## config.mk

```make
export PLATFORM = sky130hd
export DESIGN_NAME = firebird7_sib_multi_seg
export DESIGN_NICKNAME = d
export VERILOG_FILES = /design/src/rtl/firebird7_sib_multi_seg.sv
export SDC_FILE = /design/constraint.sdc
export NUM_CORES = 1
export LEC_CHECK = 0
export ABC_AREA = 1
export CAP_MARGIN = 20
export CORE_AREA = 4 4 41 43
export DETAILED_ROUTE_END_ITERATION = 7
export DIE_AREA = 0 0 45 47
export PLACE_DENSITY = 0.54
export SYNTH_ARGS = -nofsm -noshare
export SYNTH_HDL_FRONTEND = slang
export SYNTH_HIERARCHICAL = 1
export SYNTH_SLANG_ARGS = --single-unit
```

## constraint.sdc

```tcl
create_clock -name ijtag_tck -period 1.3 [get_ports ijtag_tck]
set_clock_uncertainty 0.15 [all_clocks]
set_input_delay 0.13 -clock ijtag_tck [delete_from_list [all_inputs] [get_ports ijtag_tck]]
set_output_delay 0.13 -clock ijtag_tck [all_outputs]
set_load 0.005 [all_outputs]
```

## src/rtl/firebird7_sib_multi_seg.sv

```systemverilog
// Multi-segment SIB: NUM_SEG independently openable child segments behind one IJTAG hop.
// Optional build macro FIREBIRD7_SIB_SEG_LOCK_EN adds a static seg_lock input that keeps segments closed.

module firebird7_sib_seg_cell #(
    parameter logic RESET_BIT    = 1'b0,
    parameter bit   CAP_READBACK = 1'b0
) (
    input  logic ijtag_tck,
    input  logic ijtag_reset,
    input  logic capture_en,
    input  logic shift_en,
    input  logic update_en,
    input  logic lock,
    input  logic to_si,
    input  logic from_so,
    output logic sib,
    output logic latch,
    output logic to_enable
);
    logic stage_in;

    // A closed segment is bypassed: the SIB bit takes its own tap directly.
    assign stage_in = latch ? from_so : to_si;

    always_ff @(posedge ijtag_tck or negedge ijtag_reset) begin
        if (!ijtag_reset) begin
            sib <= RESET_BIT;
        end else if (capture_en) begin
            sib <= CAP_READBACK ? latch : 1'b0;
        end else if (shift_en) begin
            sib <= stage_in;
        end
    end

    // to_enable lags latch by one negedge so the child select settles after update.
    always_ff @(negedge ijtag_tck or negedge ijtag_reset) begin
        if (!ijtag_reset) begin
            latch     <= RESET_BIT;
            to_enable <= RESET_BIT;
        end else begin
            if (update_en) begin
                latch <= sib & ~lock;
            end
            to_enable <= latch;
        end
    end
endmodule

module firebird7_sib_multi_seg #(
    parameter int                 NUM_SEG      = 2,
    parameter logic [NUM_SEG-1:0] RESET_VAL    = '0,
    parameter int                 CAPTURE_MODE = 0
) (
    input  logic               ijtag_tck,
    input  logic               ijtag_reset,
    input  logic               ijtag_sel,
    input  logic               ijtag_si,
    input  logic               ijtag_ce,
    input  logic               ijtag_se,
    input  logic               ijtag_ue,
`ifdef FIREBIRD7_SIB_SEG_LOCK_EN
    input  logic [NUM_SEG-1:0] seg_lock,
`endif
    output logic               ijtag_so,
    input  logic [NUM_SEG-1:0] ijtag_from_so,
    output logic [NUM_SEG-1:0] ijtag_to_si,
    output logic [NUM_SEG-1:0] ijtag_to_sel
);
    localparam bit CAP_RB = (CAPTURE_MODE != 0);

    logic [NUM_SEG-1:0] sib;
    logic [NUM_SEG-1:0] latch;
    logic [NUM_SEG-1:0] to_enable;
    logic [NUM_SEG-1:0] lock_mask;
    logic               capture_en;
    logic               shift_en;
    logic               update_en;
    logic               so_q;

`ifdef FIREBIRD7_SIB_SEG_LOCK_EN
    assign lock_mask = seg_lock;
`else
    assign lock_mask = '0;
`endif

    // Capture has priority over shift when both enables are high.
    assign capture_en = ijtag_ce & ijtag_sel;
    assign shift_en   = ijtag_se & ijtag_sel & ~ijtag_ce;
    assign update_en  = ijtag_ue & ijtag_sel;

    genvar i;
    generate
        for (i = 0; i < NUM_SEG; i++) begin : g_seg
            if (i == 0) begin : g_head
                assign ijtag_to_si[i] = ijtag_si;
            end else begin : g_tail
                assign ijtag_to_si[i] = sib[i-1];
            end

            firebird7_sib_seg_cell #(
                .RESET_BIT    (RESET_VAL[i]),
                .CAP_READBACK (CAP_RB)
            ) u_cell (
                .ijtag_tck   (ijtag_tck),
                .ijtag_reset (ijtag_reset),
                .capture_en  (capture_en),
                .shift_en    (shift_en),
                .update_en   (update_en),
                .lock        (lock_mask[i]),
                .to_si       (ijtag_to_si[i]),
                .from_so     (ijtag_from_so[i]),
                .sib         (sib[i]),
                .latch       (latch[i]),
                .to_enable   (to_enable[i])
            );
        end
    endgenerate

    assign ijtag_to_sel = to_enable & {NUM_SEG{ijtag_sel}};

    // Negative-level retiming latch gives the parent a half-cycle of hold on so.
    always_latch begin
        if (!ijtag_reset) begin
            so_q <= RESET_VAL[NUM_SEG-1];
        end else if (!ijtag_tck) begin
            so_q <= sib[NUM_SEG-1];
        end
    end

    assign ijtag_so = so_q;
endmodule

```

* After elaboration in Yosys (flattened, before gate mapping)
Index checks and enable logic that the tools add are counted.
** Operators by class
- Mux-type cells :: 10
- Bitwise operators :: 6
- Reductions and logical operators :: 1
** Operators with widths (number)
- $mux W1 :: 10
- $and A1 B1 Y1 :: 4
- $and A2 B2 Y2 :: 1
- $reduce_bool A2 Y1 :: 1
- $not A1 Y1 :: 1
** Storage, ports and cells
- Bits in registers :: 6
- Bits in latches :: 1
- Bits of input ports :: 9
- Output and inout port bits :: 5
- Word-level logic and storage cells :: 24

* Logic depth before layout (Yosys ltp)
Gate-level depths: netlist of the first run.
- Depth in word-level cells :: 4
- Depth in mapped cells :: 6

* By module
Netlist of the first run, hierarchy kept.
** Modules (own cells, without submodules)
- firebird7_sib_seg_cell :: times used 2, cells each 13, area each 118.9 µm², sequential area each 75.1 µm²
- firebird7_sib_multi_seg :: times used 1, cells each 17, area each 82.6 µm², sequential area each 0.0 µm²

==> results.yml, run 1 <==
outcome:
  status: "finished, violations left"
  violations: "negative hold slack, negative setup slack"
synth:
  synth_top_cell_by_area: "dfrtn_1"
  synth_cell_types: 11
  synth_edf_count: 0
  synth-async-reset-ratio_pct: 85.71
  ys_warn_count: 6
  yosys-top-cells-count: "13 x nand2_1, 9 x inv_1, 5 x nor2_1"
  ys_ff_latch: 7
  syn_avg_cell_area_um2: 7.449
  synth_ff_type: "dfrtn_1"
  yosysTopAreaCellShare_pct: 31.25
  yosysMostFrequentCell: "nand2_1"
  netlist_area_um2: 320.3
  syn_inst: 43
  synth.area.top_cells: "dfrtn_1 31%, dfrtp_1 16%, nand2_1 15%"
route:
  drt-initial-drc-count: 8
  avgRoutedWirePerCell_um: 8.931
  drtAntennaViolNets: 0
  routed_wl_um: 777
  vias: 367
  first_pass_iters: 4
  drc: 0
  drt-vias-per-instance: 4.218
floorplan:
  die_h_um: 47
  initial_utilization_pct: 24.62
  die_w_um: 45
  rows: 13
  ioPinCount: 14
  core_area_mm2: 0.001301
  die-area_mm2: 0.002115
setup_path:
  reg2regPathDepth: 5
  reg2reg_to: "g_seg[1].u_cell/sib"
  critPathKind: "reg2out"
  required_ns: 1.02
  start_kind: "flop"
  regToRegSetupSlack_ns: -0.36
  critPathSlowestCell: "dfrtn_1"
  max_stage_delay_ns: 0.38
  path_cells: "nand2_1 > inv_1 > buf_2"
  cp.arrival_ns: 1.58
  worstPathMaxFanout: 1
  r2r_start: "g_seg[1].u_cell/latch"
  endpoint_kind: "output port"
final_layout:
  syn_to_final_growth_pct: 81.64
  layout-drive-gt1-share_pct: 27.78
  final_util_pct: 44.71
  fin_area_um2: 581.8
  diodes: 0
  layoutNonFillerInstCount: 87
  fin_nets: 83
grt:
  track_usage_pct: 8.506
  grt_antenna_before_repair: 0
  grt_pass1_vias: 296
  grt_overflow: 0
  grt_max_degree: 8
  grt_pass1_wl_mm: 1.117
power_and_ir_drop:
  leakagePower_nw: 0.3476
  p_total_mw: 0.6788
  power_density_mw_per_mm2: 1167
  irDropWorstVdd_v: 0.0006102
timing:
  grt_setup_unrepaired: "yes"
  hold_viol: 4
  hold_slack_ns: -0.007759
  setup_ws_ns: -0.5627
  final-setup-viol-count: 9
  drv_slew: 0
place:
  port_buffers: 13
  dp_hpwl_um: 527
  placed_cells: 75
  gp_congestion: 0.7404
  place_area_um2: 495.5
cts:
  cts_tree: "done"
  clk_pin_slew_ns: 0.04
  worstSkewPairLatency_ns: 0.36
flow_run:
  drv_cap: 0
min_path:
  hold_class: "in2async"
worst max-delay path: cells and delay by family (launching register included):
| family | cells | cell delay (ns) |
|---|---|---|
| flops | 1 | 0.38 |
| buf+inv | 2 | 0.14 |
| simple gates | 1 | 0.04 |
what timing repair did:
item	in CTS	in global routing
endpoints found under the hold margin	1	3
hold buffers	1	1
buffers inserted	1	3
pin swaps	1	4
resized for setup	20	3
endpoints found under the setup margin	9	8
registers in the layout, indices dropped and copies added, names as in the netlist:
name	flops
g_seg.u_cell/sib	2
ijtag_so	1
g_seg.u_cell/to_enable	2
g_seg.u_cell/latch	2
worst max-delay path by stage:
stage / from / endpoint / slack, ns
2_1_floorplan: g_seg[1].u_cell/latch / g_seg[1].u_cell/sib / -0.24
6_report: g_seg[1].u_cell/to_enable / ijtag_to_sel[1] / -0.56
5_1_grt: g_seg[1].u_cell/to_enable / ijtag_to_sel[1] / -0.62
4_1_cts: g_seg[1].u_cell/to_enable / ijtag_to_sel[1] / -0.57
3_3_place_gp: ijtag_so / ijtag_so / -0.69
3_5_place_dp: ijtag_so / ijtag_so / -0.69
cells by family after synthesis:
| kind of cell | count (synthesis) | share of synthesized area [%] |
|---|---|---|
| buf+inv | 11 | 15.23 |
| simple gates | 22 | 28.91 |
| compound gates | 2 | 3.125 |
| latches | 1 | 4.686 |
| flops | 6 | 46.88 |
| other cells | 1 | 1.171 |
metal layers:
metal	up-vias	track usage [%]	share of wire, %
met1	160	7.870	41
met5	-	0	0
li1	182	-	-
met2	21	11.86	46
met4	0	7.018	1.9
met3	4	7.280	11
through the flow:
stage          hold slack [ns]  setup TNS [ns]  setup WS (ns)
2_1_floorplan          -0.6700         -0.9929        -0.2420
3_3_place_gp           -0.1142          -3.636        -0.6886
3_5_place_dp           -0.1155          -3.671        -0.6868
4_1_cts                 0.1110          -2.451        -0.5705
5_1_grt              -0.002862          -3.161        -0.6235
6_report             -0.007759          -2.703        -0.5627
power by group:
| part | switching, mW | internal, mW |
|---|---|---|
| Sequential | 0.0113 | 0.221 |
| Clock | 0.105 | 0.210 |
| Combinational | 0.0497 | 0.0809 |
area by class of cell:
| cell class | count | area [um2] |
|---|---|---|
| clock buffers | 6 | 45.04 |
| well taps | 15 | 18.77 |
| flip-flops and latches | 7 | 165.2 |
| multi-input cells | 26 | 112.6 |
| fillers | 133 | 719.4 |
| inverters | 9 | 33.78 |
| repair buffers | 24 | 206.4 |
cells in the final DEF, fill, tap and decap left out, drive strengths merged:
master	synthesis	routed
inv	9	9
nand3b	2	2
o21ai	2	2
clkdlybuf4s50	0	7
nand2	13	13
dlxtp	1	1
dfrtp	2	2
nor2	5	5
conb	1	2
nand3	2	2
dlygate4sd2	0	1
dlymetal6s2s	0	1
buf	2	13
dlygate4sd3	0	2
dfrtn	4	4
clkbuf	0	6
Power figures use the tool's default switching activity.
==> run 2: changes to the inputs <==
Settings changed: ABC_AREA 1 to unset.
Clock period 1.3 ns to 1.8 ns, I/O delays scaled along.
==> run 2 against run 1 <==
  * The flow finishes with violations (negative setup slack)
  * Die area stayed put
  * Flip-flop and latch count unchanged
  * Critical path depth down 1
  * Core utilization decreased by 2.5 points
  * Clock-buffer cell count stayed put
  * Sequential power decreased by 28%
  * Via count decreased by 26%
  * Cell count is 22% lower
  * Clock power is 31% lower
  * First-iteration DRC count is 100% lower
  * Hold slack better by 0.053 ns
  * Wire length fell by 12%
  * Largest cell class unchanged
  * Largest power group unchanged
==> results.yml, run 2 <==
outcome:
  status: "finished, violations left"
  violations: "negative setup slack"
power_and_ir_drop:
  irDropWorstVdd_v: 0.0003198
  leakagePower_nw: 0.2561
  power_density_mw_per_mm2: 854.8
  p_total_mw: 0.4695
timing:
  final-setup-viol-count: 5
  grt_setup_unrepaired: "yes"
  drv_slew: 0
  setup_ws_ns: -0.3835
  hold_slack_ns: 0.04555
  hold_viol: 0
route:
  first_pass_iters: 1
  drt-vias-per-instance: 3.985
  drt-initial-drc-count: 0
  vias: 271
  routed_wl_um: 683
  avgRoutedWirePerCell_um: 10.04
  drc: 0
  drtAntennaViolNets: 0
synth:
  yosysTopAreaCellShare_pct: 31.50
  ys_warn_count: 6
  ys_ff_latch: 7
  synth-async-reset-ratio_pct: 85.71
  synth_ff_type: "dfrtn_1"
  netlist_area_um2: 317.8
  synth_top_cell_by_area: "dfrtn_1"
  synth.area.top_cells: "dfrtn_1 31%, dfrtp_1 16%, and2_2 9.4%"
  syn_inst: 29
  synth_edf_count: 0
  yosys-top-cells-count: "4 x and2_2, 4 x dfrtn_1"
  synth_cell_types: 15
  syn_avg_cell_area_um2: 10.96
setup_path:
  endpoint_kind: "output port"
  required_ns: 1.47
  critPathKind: "reg2out"
  start_kind: "flop"
  cp.arrival_ns: 1.85
  reg2regPathDepth: 2
  regToRegSetupSlack_ns: -0.14
  worstPathMaxFanout: 1
  r2r_start: "g_seg[1].u_cell/latch"
  reg2reg_to: "g_seg[1].u_cell/sib"
floorplan:
  rows: 13
  die_h_um: 47
  die_w_um: 45
  ioPinCount: 14
  initial_utilization_pct: 24.42
  die-area_mm2: 0.002115
  core_area_mm2: 0.001301
final_layout:
  seqCellArea_um2: 165.2
  nFillCells: 132
  diodes: 0
  layout-drive-gt1-share_pct: 37.74
  final_common_cell: "clkdlybuf4s50_1"
  multi_input_area_um2: 137.6
  syn_to_final_growth_pct: 72.83
  layoutNonFillerInstCount: 68
  final_cell_mix: "10 x clkdlybuf4s50_1, 6 x clkbuf_4, 5 x buf_4, 4 x dfrtn_1, 3 x and2_4"
  fin_nets: 64
  largestRegisters: "g_seg.u_cell/latch: 2 flops, g_seg.u_cell/sib: 2 flops, g_seg.u_cell/to_enable: 2 flops"
grt:
  grt_pass1_vias: 316
  grt_pass1_wl_mm: 1.152
  grt_antenna_before_repair: 0
  track_usage_pct: 9.221
  grt_overflow: 0
  grt_max_degree: 8
cts:
  worstSkewPairLatency_ns: 0.34
  clk_pin_slew_ns: 0.04
  cts_tree: "done"
place:
  dp_hpwl_um: 512.3
  port_buffers: 13
  gp_congestion: 0.7430
  placed_cells: 59
min_path:
  hold_path_depth: 3
  hold_class: "in2gate"
  hp-start: "ijtag_reset"
flow_run:
  drv_cap: 0
run 2: changes by cell type after synthesis, sizes merged, moves of 2 or more:
cell	before	now
a211oi	0	2
nand2	13	1
nor2	5	2
mux2i	0	2
nand3	2	0
inv	9	2
and2	0	5
run 2: cell families after synthesis:
logic type	Yosys count	share of synthesized area, %
flops	6	47.25
latches	1	4.723
buf+inv	4	7.086
simple gates	11	22.44
compound gates	4	11.02
mux	2	6.299
other cells	1	1.180
run 2: power by group:
part           switching, mW  internal (mW)  leakage (nW)
clock                 0.0659          0.151        0.0297
sequential           0.00779          0.160        0.0875
combinational         0.0284         0.0566         0.139
total                  0.102          0.367         0.256
run 2: worst max path at each step:
| stage | to | cells past startpoint | slack [ns] | from |
|---|---|---|---|---|
| 2_1_floorplan | g_seg[0].u_cell/sib | 2 | -0.07 | g_seg[0].u_cell/latch |
| 3_3_place_gp | ijtag_to_sel[0] | 2 | -0.40 | g_seg[0].u_cell/to_enable |
| 3_5_place_dp | ijtag_to_sel[0] | 2 | -0.41 | g_seg[0].u_cell/to_enable |
| 4_1_cts | ijtag_to_sel[0] | 2 | -0.40 | g_seg[0].u_cell/to_enable |
| 5_1_grt | ijtag_to_sel[1] | 2 | -0.43 | g_seg[1].u_cell/to_enable |
| 6_report | ijtag_to_sel[1] | 2 | -0.38 | g_seg[1].u_cell/to_enable |
run 2: metrics by stage:
| stage | setup TNS [ns] | util, % | setup slack [ns] | instance area, um2 |
|---|---|---|---|---|
| final | -1.128 | 42.21 | -0.3835 | 549.3 |
| after global routing | -1.315 | 42.21 | -0.4297 | 549.3 |
| after CTS | -1.140 | 42.21 | -0.3972 | 549.3 |
| after detailed placement | -2.042 | 36.73 | -0.4052 | 478.0 |
| after global placement | -1.988 | 36.73 | -0.4038 | 478.0 |
| after floorplan | -0.1493 | - | -0.07466 | 321.6 |
run 2: critical path, cell delays in order (launching register included):
cell	delay (ns)
dfrtn_1	0.38
and2_4	0.13
buf_6	0.08
run 2: final cells by class:
| type | count | area share [%] |
|---|---|---|
| repair buffers | 19 | 31.89 |
| multi-input cells | 19 | 25.06 |
| clock buffers | 6 | 8.200 |
| flip-flops and latches | 7 | 30.07 |
| well taps | 15 | 3.417 |
| inverters | 2 | 1.367 |
run 2: timing repair:
action,CTS,global route
setup buffers,2,0
hold buffers,1,0
pin swaps,2,2
gates resized for setup,17,0
endpoints found under the setup margin,7,5
hold endpoints to repair,3,0
cloned,0,0
run 2: layer usage:
metal / track usage, % / wire length (um) / up-vias
met3: 8.812 / 73 / 2
met2: 13.28 / 318 / 10
met5: 0 / 0 / -
met4: 11.11 / 8 / 0
met1: 6.250 / 282 / 117
li1: - / - / 142
